<file path="config.mk">
export PLATFORM = sky130hd
export DESIGN_NAME = bin_to_bcd_tube
export DESIGN_NICKNAME = d
export VERILOG_FILES = /design/src/rtl/bin_to_bcd_tube.sv
export SDC_FILE = /design/constraint.sdc
export NUM_CORES = 1
export LEC_CHECK = 0
export CORE_UTILIZATION = 50
export DETAILED_ROUTE_END_ITERATION = 16
export PLACE_DENSITY = 0.76
export SYNTH_ARGS = -nofsm -noshare
export SYNTH_HDL_FRONTEND = slang
export SYNTH_SLANG_ARGS = --single-unit
</file>
<file path="constraint.sdc">
create_clock -name clock -period 1.4 [get_ports clock]
set_input_delay 0.14 -clock clock [delete_from_list [all_inputs] [get_ports clock]]
set_output_delay 0.14 -clock clock [all_outputs]
set_load 0.01 [all_outputs]
</file>
<file path="src/rtl/bin_to_bcd_tube.sv">
// Sequential 32-bit binary to packed BCD converter (shift-add-3, one bit per clock)
// feeding the seven-segment tube driver; done strobes the driver's latch-enable.
//
// state  | meaning
// IDLE   | waiting for start; bcd_out/overflow hold the last result
// SHIFT  | one add-3 + shift step per cycle, BIN_WIDTH steps
// FINISH | range check, load bcd_out/overflow, pulse done
module bin_to_bcd_tube #(
  parameter int BIN_WIDTH = 32,
  parameter int DIGITS    = 8
) (
  input  logic                  clock,
  input  logic                  reset,
  input  logic                  start,
  input  logic [BIN_WIDTH-1:0]  bin_in,
  output logic                  busy,
  output logic                  done,
  output logic [4*DIGITS-1:0]   bcd_out,
  output logic                  overflow
);

  // two spare digits so any 32-bit value fits before the range check
  localparam int SCR_DIGITS = DIGITS + 2;
  localparam int SCR_W      = 4 * SCR_DIGITS;

  typedef enum logic [1:0] {
    IDLE   = 2'd0,
    SHIFT  = 2'd1,
    FINISH = 2'd2
  } state_t;

  state_t               state;
  state_t               state_nxt;
  logic [BIN_WIDTH-1:0] bin_sr;
  logic [SCR_W-1:0]     scratch;
  logic [SCR_W-1:0]     scratch_adj;
  logic [5:0]           cnt;
  logic                 last_step;
  logic                 fits;

  assign last_step = (cnt == 6'(BIN_WIDTH - 1));
  assign fits      = (scratch[SCR_W-1:4*DIGITS] == '0);

  // per-digit add-3, no carry between digits
  always_comb begin
    scratch_adj = scratch;
    for (int d = 0; d < SCR_DIGITS; d++) begin
      if (scratch[4*d +: 4] >= 4'd5) begin
        scratch_adj[4*d +: 4] = scratch[4*d +: 4] + 4'd3;
      end
    end
  end

  always_ff @(posedge clock) begin
    if (!reset) begin
      state <= IDLE;
    end else begin
      state <= state_nxt;
    end
  end

  always_comb begin
    state_nxt = state;
    case (state)
      IDLE:    if (start) state_nxt = SHIFT;
      SHIFT:   if (last_step) state_nxt = FINISH;
      FINISH:  state_nxt = IDLE;
      default: state_nxt = IDLE;
    endcase
  end

  always_comb begin
    busy = (state != IDLE);
  end

  always_ff @(posedge clock) begin
    if (!reset) begin
      bin_sr   <= '0;
      scratch  <= '0;
      cnt      <= '0;
      done     <= 1'b0;
      bcd_out  <= '0;
      overflow <= 1'b0;
    end else begin
      done <= 1'b0;
      case (state)
        IDLE: begin
          if (start) begin
            bin_sr  <= bin_in;
            scratch <= '0;
            cnt     <= '0;
          end
        end
        SHIFT: begin
          {scratch, bin_sr} <= {scratch_adj[SCR_W-2:0], bin_sr, 1'b0};
          if (!last_step) begin
            cnt <= cnt + 6'd1;
          end
        end
        FINISH: begin
          done <= 1'b1;
          if (fits) begin
            bcd_out  <= scratch[4*DIGITS-1:0];
            overflow <= 1'b0;
          end else begin
            bcd_out  <= {DIGITS{4'hE}};
            overflow <= 1'b1;
          end
        end
        default: ;
      endcase
    end
  end

endmodule

</file>
## Word-level counts from Yosys, hierarchy flattened

Index checks and enable logic that the tools add are counted.

- Add/sub/neg operators: 11
- $mul: 0
- Div/mod/pow operators: 0
- Order comparisons: 10
- Eq/ne operators: 6
- Shift-type cells: 0
- Mux-type cells: 23
- Bitwise operators: 0
- Reduce and logical (&&, ||, !) cells: 7

Operators by type and width:

| operator | count |
|---|---|
| one-hot mux 40 bit (2 select lines) | 1 |
| two-way mux 32 bit | 2 |
| one-hot mux 32 bit (2 select lines) | 1 |
| >= comparator 4 x 3 -> 1 bit (second input constant) | 10 |
| two-way mux 40 bit | 1 |
| adder 4 x 2 -> 4 bit (second input constant) | 9 |
| two-way mux 4 bit | 9 |
| two-way mux 6 bit | 2 |
| one-hot mux 6 bit (2 select lines) | 1 |
| zero test 8 bit | 1 |
| adder 6 x 1 -> 6 bit (second input constant) | 1 |
| equality test 6 x 5 -> 1 bit (second input constant) | 1 |
| inequality test 2 bit (second input constant) | 3 |
| two-way mux 2 bit | 2 |
| one-hot mux 2 bit (2 select lines) | 1 |
| AND reduction 2 bit | 2 |
| nonzero test 2 bit | 2 |
| adder 3 x 2 -> 3 bit (second input constant) | 1 |
| two-way mux 3 bit | 1 |
| AND reduction 3 bit | 1 |
| equality test 2 x 1 -> 1 bit (second input constant) | 1 |
| equality test 2 bit (second input constant) | 1 |
| zero test 2 bit | 1 |
| two-way mux 1 bit | 2 |

- Flip-flop bits (word level): 114
- Latch bits: 0
- Memory bits (writable): 0
- ROM bits: 0
- Memories kept: 0

## Depth between registers and ports, before layout

Gate-level depths: netlist of the first run.

- Depth in word-level cells: 3
- Gate-level depth with buffers: 7
- Gate-level depth less buffers: 6

## Worst setup path after synthesis of the first run

Ideal clock, no wire load.

- Kind: register -> register
- From: reg state[1]
- To: reg bin_sr[10]
- Setup time: 116 ps
- Arrival time: 1,247 ps
- Slack: 37 ps
- Stages on the path, launching flop included: 7
- Buffers on the path: 3
- Period minus slack after synthesis: 1,363 ps
- Path through: dfxtp_1 buf_2 o21ba_2 buf_2 clkbuf_1 nand3_1 o211a_1

- Word-level cells in the longest chain between the ends: 3

Ends and longest elaborated chain:

| item | line | text |
|---|---|---|
| start: declaration | 32 | `state_t state;` |
| start signal: assignment | 58 | `state <= state_nxt;` |
| equality test 2 x 1 -> 1 bit / zero test 2 bit (equally long branches) | 86 | `case (state)` |
| nonzero test 2 bit (no line) / inequality test 2 bit (equally long branches) | - |  |
| AND reduction 2 bit (no line) | - |  |
| end signal: assignment | 89 | `bin_sr <= bin_in;` |
| end signal: assignment | 95 | `{scratch, bin_sr} <= {scratch_adj[SCR_W-2:0], bin_sr, 1'b0};` |
| end: declaration | 34 | `logic [BIN_WIDTH-1:0] bin_sr;` |

Several ways; a longest one is shown, not always the timed one.
A chain may end at the register's enable or synchronous reset.

## Worst setup path in the final report of the first run

- From: reg scratch[38]
- To: reg bcd_out[20]

- Word-level cells in the longest chain between the ends: 2

Ends and longest elaborated chain:

| item | line | text |
|---|---|---|
| start: declaration | 35 | `logic [SCR_W-1:0] scratch;` |
| start signal: assignment | 95 |  |
| zero test 8 bit | 42 | `assign fits = (scratch[SCR_W-1:4*DIGITS] == '0);` |
| two-way mux 32 bit | 102 | `if (fits) begin` |
| end signal: assignment | 103 | `bcd_out <= scratch[4*DIGITS-1:0];` |
| end signal: assignment | 106 | `bcd_out <= {DIGITS{4'hE}};` |
| end: declaration | 18 | `output logic [4*DIGITS-1:0] bcd_out,` |

Every way passes these cells.

==> results of run 1 <==
worst max-delay path, delay by kind of cell, from the launching register on:
family	cells	cell delay, ns
compound gates	1	0.16
simple gates	3	0.72
flops	1	0.40
buf+inv	1	0.17
report_power, final:
group | internal, mW | switching (mW) | total [mW]
logic | 0.332 | 0.321 | 0.652
clock network | 2.36 | 1.66 | 4.02
registers | 3.33 | 0.0549 | 3.38
final cells by class:
cell class	instances	share of cell area, %
tap	136	2.266
inverter	20	0.9997
sequential	114	30.81
clock inverter	15	1.783
clock buffer	17	5.515
multi-input combinational	430	38.75
timing repair buffer	158	19.88
per-layer routing:
| metal | vias up | share of wire (%) | wire length (um) | track usage, % |
|---|---|---|---|---|
| met5 | - | 0 | 0 | 0 |
| met2 | 200 | 51 | 7623 | 44.99 |
| li1 | 2394 | - | - | - |
| met4 | 0 | 2.5 | 376 | 11.47 |
| met3 | 38 | 5.4 | 804 | 5.864 |
| met1 | 2450 | 41 | 6096 | 30.89 |
path summary, 6_finish.rpt:
check,start,slack (ns),end,cells past startpoint
worst max-delay path,scratch[38],-0.11,bcd_out[20],5
worst min-delay path,reset,0.04,scratch[31],2
worst max register to register,scratch[38],-0.11,bcd_out[20],5
worst min register to register,bcd_out[8],0.45,bcd_out[8],2
cells by family (layout without fill, tap and decap cells):
group / Yosys count / after routing / synth area share (%)
xor gates and xnor gates: 20 / 20 / 3.325
buffers and inverters: 68 / 210 / 5.748
AOI/OAI and AO/OA: 171 / 171 / 22.21
DFF: 114 / 114 / 43.33
muxes: 11 / 11 / 2.090
adders and majority gates: 23 / 23 / 5.463
and+or+nand+nor: 205 / 205 / 17.84
what timing repair did:
action | CTS | global route
pin swaps | 4 | 17
hold buffers | 0 | 0
endpoints found under the setup margin | 58 | 68
resized for setup | 55 | 75
buffers inserted | 1 | 7
hold endpoints to repair | 0 | 0
cloned | 1 | 3
placed cells by master, fill, tap and decap left out, types with 9 or more instances in the layout:
master / count
dfxtp_1: 95
nand2_1: 91
buf_4: 75
o21ai_0: 50
nand3_1: 49
dlygate4sd2_1: 34
clkdlybuf4s50_1: 33
o211a_1: 32
a21oi_1: 21
nor2_1: 19
clkbuf_16: 19
ha_1: 17
dfxtp_2: 16
inv_2: 13
mux2i_1: 11
a22o_1: 10
xnor2_1: 10
nand2b_4: 9
xor2_1: 9
o31ai_1: 9
a21boi_1: 9
flip-flops by register name (all words and copies together), names as in the netlist:
signal    flops
done          1
overflow      1
state         2
bcd_out      32
cnt           6
scratch      40
bin_sr       32
per-stage QoR:
stage / setup TNS (ns) / cells / total power [mW]
2_1_floorplan: 0 / 612 / 3.775
3_3_place_gp: -4.054 / 846 / 4.010
3_5_place_dp: -5.709 / 846 / 4.036
4_1_cts: -0.1555 / 880 / 8.020
5_1_grt: -1.458 / 890 / 8.316
6_report: -0.8874 / 890 / 8.051
==> metrics.txt, run 1 <==
Period Utilization, post-route=107.7%; clock slew at reported path FFs=0.06 ns; Crit. End Element=flop; CORE AREA=10280 um^2; gr ovfl total=0; Layout area overhead=42.57%; min Tclk post-route=1.508 ns; multi-input logic area=2910 um^2; Slew @ Worst Pin=0.3228 ns; Required @ worst endpoint=1.85 ns; WS Path Type=reg -> reg; chip width=104.6 um; Leak Pwr=3.478 nW; P per Cell Area=1072 nW/um^2; fin util=73.07%; Clock Sink Count=114; Critical Path Max Stage Delay=0.40 ns; share of layout cells above drive strength 1=25.99%; TritonCTS clock tree=yes; hold slack=0.03597 ns; GP Congestion=0.8176; Cell Area, Synth=5268 um^2; Max VDD drop=874.7 uV; Yosys top cell by area=dfxtp_1; final-report hold violation count=0; min-delay worst type=in -> reg; total track usage=26.06%; Setup WS post-layout=-0.1077 ns; H-tree depth=4; drt pass-1 iters=5; Slew Limit Fails=0; WL/cell=16.74 um; register area share after synthesis=43.33%; slew margin rel.=78.28%; clk buf depth=2; Arr. time, crit path=1.96 ns; Worst setup SP type=flop; Port Buf Inserts=69; later-pin clock latency in the skew report=0.52 ns; synth unique cells=42; EDFF count, synth=0; pre-CTS setup slack=-0.1326 ns; Syn Inst Count=612; Root Buffer=clkbuf_8; die area=10950 um^2; share of synthesized registers carrying an async set or reset=0%; die extent in y=104.6 um; CP cell instances=nor4_1 > and3_4 > clkbuf_16 > nand3_1 > a21boi_1; Final Skew=0.006634 ns; Syn Area/Cell=8.607 um^2; CP max-delay cell=dfxtp_1; DR vias=5082; area fraction of the dominant cell type after synthesis=43.33%; top cells by count, synth=114 x dfxtp_1, 92 x nand2_1, 51 x o21ai_0, 49 x nand3_1; DP Wirelength=8477 um; post-route cell area=7510 um^2; Nets=799; Max Freq=663.3 MHz; iteration-0 DRC count of the detailed router=258; CP max FO=5; dominant synthesized flop cell=dfxtp_1; Seq cells post-synth=114; status=finished with violations; MaxCap Viol Count=0; largest net degree at the start of global routing=44; DP Area=6584 um^2; initial antenna violation count=0; Layout fillers=716; count leader, synth=dfxtp_1; Reg area=2313 um^2; drt drc=0; std cell rows=37; post-route ant nets=0; first-pass GRT wire length=23030 um; ANT cells=0; largest cells by area after synthesis=dfxtp_1 43%, nand2_1 6.6%, o211a_1 6.1%, ha_1 5.5%, o21ai_0 4.8%; failing checks=negative setup slack; WL final=14900 um; Final setup viols=32; Ports=70; Initial Util=51.25%; Vias/cell=5.710; Synthesized Nets=670; Yosys warning total=0; CTS Buf Count=17; RSZ-0062 raised after global routing=yes; number of global-route vias before repair=4951
Power figures use the tool's default switching activity.
==> inputs of run 2 (changes only) <==
--- a/config.mk
+++ b/config.mk
@@ -8,6 +8,7 @@
 export CORE_UTILIZATION = 50
 export DETAILED_ROUTE_END_ITERATION = 16
 export PLACE_DENSITY = 0.76
+export REMOVE_ABC_BUFFERS = 1
 export SYNTH_ARGS = -nofsm -noshare
 export SYNTH_HDL_FRONTEND = slang
 export SYNTH_SLANG_ARGS = --single-unit
==> metrics.txt, run 2 (synthesis results as in run 1) <==
Ports=70; CTS Buf Count=17; CORE AREA=10280 um^2; Max VDD drop=803.1 uV; Arr. time, crit path=1.32 ns; Leak Pwr=3.531 nW; WS Path Type=reg -> out; Slew Limit Fails=0; die area=10950 um^2; WL final=15010 um; Worst setup SP type=flop; largest registers=scratch x40, bcd_out x32, bin_sr x32; DP Area=6621 um^2; gr ovfl total=0; CP max FO=8; min Tclk post-route=1.462 ns; Sw Share=21.26%; post-route ant nets=0; R2R Setup Slk=-0.02 ns; P per Cell Area=1141 nW/um^2; Slew @ Worst Pin=0.3680 ns; Nets=799; number of global-route vias before repair=4950; std cell rows=37; Final Skew=0.008019 ns; Vias/cell=5.733; Required @ worst endpoint=1.26 ns; Layout area overhead=44.70%; Final setup viols=3; FF-to-FF path depth=7; final-report hold violation count=0; Int Power=6.849 mW; Max Freq=684.1 MHz; Clock power frac=54.0%; Clock Sink Count=114; chip width=104.6 um; clk buf depth=2; Port Buf Inserts=69; Critical R2R Launch=scratch[33]; status=finished with violations; PnR Total Power=8.697 mW; met2 WL post-DR=7679 um; CP max-delay cell=dfxtp_2; most common cell after layout, fill and taps aside=dfxtp_1; Initial Util=51.25%; drt pass-1 iters=7; slew margin rel.=75.43%; later-pin clock latency in the skew report=0.52 ns; Period Utilization, post-route=104.4%; DR vias=5097; drt drc=0; largest register by flop count=scratch; DRT met1 WL=6025 um; Flop pwr share=38.9%; GP Congestion=0.8411; DP Wirelength=8390 um; initial antenna violation count=0; Hold Crit Endpoint=bcd_out[13]; Crit. End Element=primary output; Setup WS post-layout=-0.06169 ns; post-route cell area=7622 um^2; hold slack=0.1356 ns; share of layout cells above drive strength 1=24.70%; total track usage=26.17%; Hold Path Depth=4; Layout fillers=729; largest net degree at the start of global routing=44; CP cell instances=buf_12 > or2_4 > buf_6; most frequent cells in the layout=95 x dfxtp_1, 92 x nand2_1, 74 x buf_4; cts hold-fix bufs=0; clock slew at reported path FFs=0.05 ns; ANT cells=0; RR Endpoint=scratch[35]; combinational power share=7.1%; Largest register FFs=40; min-delay worst type=in -> reg; die extent in y=104.6 um; WL met3=834 um; H-tree depth=4; HP Start=reset; first-pass GRT wire length=22940 um; failing checks=negative setup slack; RSZ-0062 raised after global routing=yes; iteration-0 DRC count of the detailed router=215; WL/cell=16.89 um; MaxCap Viol Count=0; Root Buffer=clkbuf_8; TritonCTS clock tree=yes; Net Sw Power=1.849 mW; top sig layer=met4; Critical Path Max Stage Delay=0.34 ns
-- run 2: changes by cell type in the layout (fill, tap and decap cells not counted), sizes merged --
cell / change
clkinv: -2
inv: -3
clkbuf: +4
bufinv: +4
buf: +1
clkinvlp: -5
-- run 2: worst max path at each step --
| stage | startpoint | slack [ns] | end | cells past startpoint |
|---|---|---|---|---|
| after detailed placement | start | -0.11 | scratch[35] | 6 |
| after floorplan | state[0] | -1.72 | cnt[0] | 4 |
| after global routing | state[0] | -0.1 | scratch[24] | 4 |
| after global placement | start | -0.07 | scratch[39] | 6 |
| after CTS | state[0] | -0.07 | busy | 3 |
| final | state[0] | -0.06 | busy | 3 |
-- run 2: what timing repair did --
action,4_1_cts,5_1_grt
resized for setup,60,65
pin swaps,3,17
setup buffers,0,4
setup endpoints to repair,57,90
cloned,2,2
-- run 2: routing by layer --
layer	up-vias	track usage, %
met1	2450	30.36
met3	50	6.114
met4	0	12.27
met5	-	0
met2	202	45.46
li1	2395	-
-- run 2: layout make-up --
class                      count  area, um^2  area share [%]
tap                          136       170.2           2.232
timing repair buffer         158        1516           19.89
sequential                   114        2306           30.25
clock inverter                 9       176.4           2.315
multi-input combinational    430        2915           38.25
clock buffer                  22       462.9           6.074
inverter                      20       75.07          0.9849
-- run 2: worst max-delay path: cells and delay by family, from the launching register on --
kind                   cells  cell delay [ns]
flip-flops                 1             0.34
AND/OR/NAND/NOR            1             0.22
buffers and inverters      2             0.25
-- run 2: per-stage QoR --
stage / TNS [ns] / utilization, % / worst slack [ns] / std cells
after global routing: -1.136 / 74.17 / -0.09765 / 889
after global placement: -1.864 / 64.43 / -0.06695 / 850
final: -0.09698 / 74.17 / -0.06169 / 889
after floorplan: -113.86 / - / -1.721 / 564
after CTS: -0.06744 / 71.52 / -0.06744 / 883
after detailed placement: -2.952 / 64.43 / -0.1092 / 850
-- run 2: power by group through the flow --
stage               clock [mW]  sequential (mW)  combinational [mW]
floorplan                    0             3.44               0.271
global placement             0             3.45               0.573
detailed placement           0             3.45               0.591
CTS                       4.70             3.38               0.601
global route              4.90             3.39               0.670
finish                    4.70             3.38               0.618
==> RTL edit 1 (settings of run 2) <==
Put one more register stage on the output `bcd_out`, without a reset. The value now appears one clock later. The other outputs are not delayed to match.
--- a/src/rtl/bin_to_bcd_tube.sv
+++ b/src/rtl/bin_to_bcd_tube.sv
@@ -29,4 +29,6 @@
     FINISH = 2'd2
   } state_t;
+
+  logic [4*DIGITS-1:0] bcd_s0;
 
   state_t               state;
@@ -80,5 +82,5 @@
       cnt      <= '0;
       done     <= 1'b0;
-      bcd_out  <= '0;
+      bcd_s0   <= '0;
       overflow <= 1'b0;
     end else begin
@@ -101,8 +103,8 @@
           done <= 1'b1;
           if (fits) begin
-            bcd_out  <= scratch[4*DIGITS-1:0];
+            bcd_s0   <= scratch[4*DIGITS-1:0];
             overflow <= 1'b0;
           end else begin
-            bcd_out  <= {DIGITS{4'hE}};
+            bcd_s0   <= {DIGITS{4'hE}};
             overflow <= 1'b1;
           end
@@ -113,4 +115,8 @@
   end
 
+  always_ff @(posedge clock) begin
+    bcd_out <= bcd_s0;
+  end
+
 endmodule
 
Behaviour: same outputs for any inputs over 10 cycles, from zero or initial values and one cycle with reset low; that may be too few to reach the edited logic, so the function may still have changed.
==> RTL edit 1 against run 2 <==
The flow finishes with violations (DRC, setup timing). Design area is 15% higher. Power up 21%. Cell count increased by 4.9%. Non-clock buffer count is 5 higher. Area after synthesis grew 14%. Die area is 13% higher. Setup slack got worse by 52 ps. Core utilization up 1.7 points. Sequential cell count grew 32. Wire length is 27% higher. Critical endpoint is now scratch[7]. Highest routed layer unchanged.
==> RTL edit 1: results (changes against run 2) <==
metric	value	unit	change
status	finished, violations left		unchanged
DR iter-0 viols	427		was 215
Total GRT Usage	0.2612		was 0.2617
Clock buffers and inverters, area share	0.07939		was 0.08388
pin count of the biggest net entering global routing	41		was 44
Remaining DRCs	2		was 0
share of cells above drive strength 1	0.3329		was 0.2470
Clock Buffer Count	19		was 22
post-synthesis adder-cell area fraction	0.04803		was 0.05463
hpwl dp	8605	um	was 8390 um
first-pass GRT wire length	25610	um	was 22940 um
design area	8778	um2	was 7622 um2
post-CTS setup buffer count	2		was 0
GRT met1 Usage	0.3068		was 0.3036
failing checks	DRC, setup timing		was setup timing
vias in the first global route	5243		was 4950
post-synth cell types	43		was 42
Root Buffer	clkbuf_16		was clkbuf_8
placed insts	882		was 850
leakage power	3.665	nW	was 3.531 nW
sequential share of the synthesized area	0.4878		was 0.4333
top cells by area, synth	dfxtp_1 49%, o221a_2 5.3%, a21oi_1 4.8%, ha_1 4.8%, o21ai_0 4.3%		was dfxtp_1 43%, nand2_1 6.6%, o211a_1 6.1%, ha_1 5.5%, o21ai_0 4.8%
Pre-antenna DRT Iters	11		was 7
fin nets	835		was 799
met3 wire length	1314	um	was 834 um
Compound-Gate Fraction of Synth Area	0.2224		was 0.2221
met3 usage	0.07403		was 0.06114
comb_multi_in	426		was 430
DRT met1 WL	7199	um	was 6025 um
fin worst setup slack	-114.1	ps	was -61.69 ps
Non-Filler Instances	933		was 889
Max FO, Critical Path	4		was 8
clock group share of total power	0.518		was 0.540
metal2 WL	9631	um	was 7679 um
Final setup viols	33		was 3
Non-Clock Buffer Count	163		was 158
Clk Latency, worst-skew pair	440	ps	was 520 ps
inverter count	23		was 20
[RTL edit 1: cell count changes after synthesis, moves of 3 or more]
cell / before / now
a21oi_1: 32 / 58
buf_4: 6 / 1
clkbuf_1: 21 / 29
dfxtp_1: 114 / 146
inv_1: 20 / 23
nand2_1: 92 / 35
nand2b_1: 16 / 12
nand3_1: 49 / 20
nor2_1: 19 / 51
nor2b_1: 7 / 34
o211a_1: 32 / 1
o221a_1: 0 / 3
o221a_2: 0 / 28
[RTL edit 1: final timing paths]
| path | start | to | slack, ps | cells past startpoint |
|---|---|---|---|---|
| worst max-delay path | scratch[4] | scratch[7] | -110 | 6 |
| worst max register to register | scratch[4] | scratch[7] | -110 | 6 |
| worst min register to register | bcd_s0[29] | bcd_out[29] | 350 | 0 |
| worst min-delay path | reset | bin_sr[0] | 110 | 2 |
[RTL edit 1: critical path, cell delays in order (launching register included)]
cell	delay (ps)
dfxtp_1	380
inv_1	120
ha_4	190
buf_4	130
nor3_1	230
o21ai_0	180
a21boi_0	200
==> RTL edit 2 (config.mk and constraints of run 2) <==
Made on the original files. `BIN_WIDTH`: 32 -> 36.
--- a/src/rtl/bin_to_bcd_tube.sv
+++ b/src/rtl/bin_to_bcd_tube.sv
@@ -7,5 +7,5 @@
 // FINISH | range check, load bcd_out/overflow, pulse done
 module bin_to_bcd_tube #(
-  parameter int BIN_WIDTH = 32,
+  parameter int BIN_WIDTH = 36,
   parameter int DIGITS    = 8
 ) (
Ports: changed (resized bin_in); port bits go from 70 to 74. The function was not compared with the original's and may differ.
==> RTL edit 2 against run 2 <==
The run still ends with setup timing left. Area after synthesis up 9.1%. Power down 1.2%. Hold slack better by 120 ps. Design area down 2.3%. Combinational power up 3.9%. Maximum frequency up 4.3%. Wire length down 5.8%. Sequential cell count up 4. Setup slack better by 60 ps. Critical path type is now reg2reg.
==> RTL edit 2: results (changes against run 2) <==
metric	value	unit	change
fin nets	810		was 799
DR iter-0 viols	314		was 215
hpwl dp	8759	um	was 8390 um
vias in the first global route	5102		was 4950
leakage power	2.773	nW	was 3.531 nW
CTS H-tree depth	4		unchanged
post-DR vias/cell	5.941		was 5.733
delay-heaviest family, CP	compound AO/OA/AOI/OAI gates		was flip-flops
CP peak stage delay	440	ps	was 340 ps
cells on worst reg2reg path	5		was 7
n_diodes	0		unchanged
initial antenna violation count	0		unchanged
WHS Path Cells	4		unchanged
first-pass GRT wire length	22990	um	was 22940 um
Critical-path top delay cell	a2111o_1		was dfxtp_2
arrival time at the worst endpoint	1720	ps	was 1320 ps
fin worst setup slack	-1.657	ps	was -61.69 ps
Pre-antenna DRT Iters	5		was 7
Ys Warns	0		unchanged
ys async rst share	0		unchanged
Final Wtd Congestion	0.8159		was 0.8411
met3 usage	0.06515		was 0.06114
Synth top cells by count	118 x dfxtp_1, 83 x nand2_1, 55 x nand3_1		was 114 x dfxtp_1, 92 x nand2_1, 51 x o21ai_0
Root Buffer	clkbuf_16		was clkbuf_8
cts bufs inserted	17		unchanged
Clk Latency, worst-skew pair	410	ps	was 520 ps
Primary FF master, synth	dfxtp_1		unchanged
Fillers	872		was 729
top cells by area, synth	dfxtp_1 41%, a311oi_1 5.5%, nand2_1 5.4%, ha_1 5.0%, nand3_1 4.8%		was dfxtp_1 43%, nand2_1 6.6%, o211a_1 6.1%, ha_1 5.5%, o21ai_0 4.8%
failing checks	setup timing		unchanged
Largest regs	scratch x40, bin_sr x36, bcd_out x32		was scratch x40, bcd_out x32, bin_sr x32
Clock Skew	8.776	ps	was 8.019 ps
status	finished, violations left		unchanged
Max VDD drop	0.0008119	V	was 0.0008031 V
Max FO, Critical Path	4		was 8
sequential share of the synthesized area	0.4109		was 0.4333
post-synth cell types	44		was 42
port buffer count	73		was 69
Total GRT Usage	0.2455		was 0.2617
GRT met1 Usage	0.2918		was 0.3036
max reg flops	40		unchanged
met2 usage	0.4187		was 0.4546
pin count of the biggest net entering global routing	60		was 44
worst hold path class	in2reg		unchanged
total routed wirelength	14140	um	was 15010 um
Final setup viols	1		was 3
slew margin rel.	0.7706		was 0.7543
share of cells above drive strength 1	0.1892		was 0.2470
RTL edit 2: logic make-up after synthesis:
group / Yosys count / share of synthesized area
multiplexers: 1 / 0.001741
flip-flops: 118 / 0.4109
AND/OR/NAND/NOR: 235 / 0.2002
AO/OA/AOI/OAI: 197 / 0.2396
XOR/XNOR: 9 / 0.01371
adder cells (fa/ha/maj): 23 / 0.05006
buffers and inverters: 102 / 0.08379
RTL edit 2: worst paths after layout:
check / startpoint / end
max: scratch[21] / scratch[22]
max reg2reg: scratch[21] / scratch[22]
min reg2reg: bcd_out[0] / bcd_out[0]
min: reset / bcd_out[1]
RTL edit 2: where the power goes:
part / internal, mW / switching [mW]
clock: 2.88 / 1.56
combinational: 0.304 / 0.338
sequential: 3.46 / 0.0572
RTL edit 2: cell type report:
class | instances | area, um2 | area share
clock buffers | 20 | 456.7 | 0.06134
well taps | 140 | 175.2 | 0.02353
multi-input cells | 467 | 3065 | 0.4118
clock inverters | 12 | 152.6 | 0.02050
flip-flops and latches | 118 | 2387 | 0.3207
repair buffers | 108 | 1072 | 0.1440
inverters | 36 | 135.1 | 0.01815
RTL edit 2: per-layer routing:
layer | share of wire | vias to the layer above
met4 | 0.018 | 0
met2 | 0.48 | 179
met1 | 0.44 | 2542
met3 | 0.057 | 27
met5 | 0 | -
li1 | - | 2605
RTL edit 2: metrics by stage:
step	cells	cell area (um2)	setup TNS, ps	setup slack, ps	hold WS, ps
6_report	901	7445	-1.657	-1.657	251.7
5_1_grt	901	7445	-99.49	-29.04	265.0
2_1_floorplan	619	5403	-160000	-1574	278.3
4_1_cts	899	7266	0	0.2316	233.4
3_5_place_dp	865	6670	-7030	-144.4	444.2
3_3_place_gp	865	6670	-3274	-122.1	445.3
RTL edit 2: tightest hold or removal path, cell delays in order:
cell	delay, ps
buf_2	140
buf_4	200
o21ai_0	90
a31oi_1	40
RTL edit 2: timing repair:
item,4_1_cts,5_1_grt
pin swaps,0,6
gates cloned,2,1
resized for setup,46,54
setup buffers,0,1
endpoints found under the setup margin,108,64
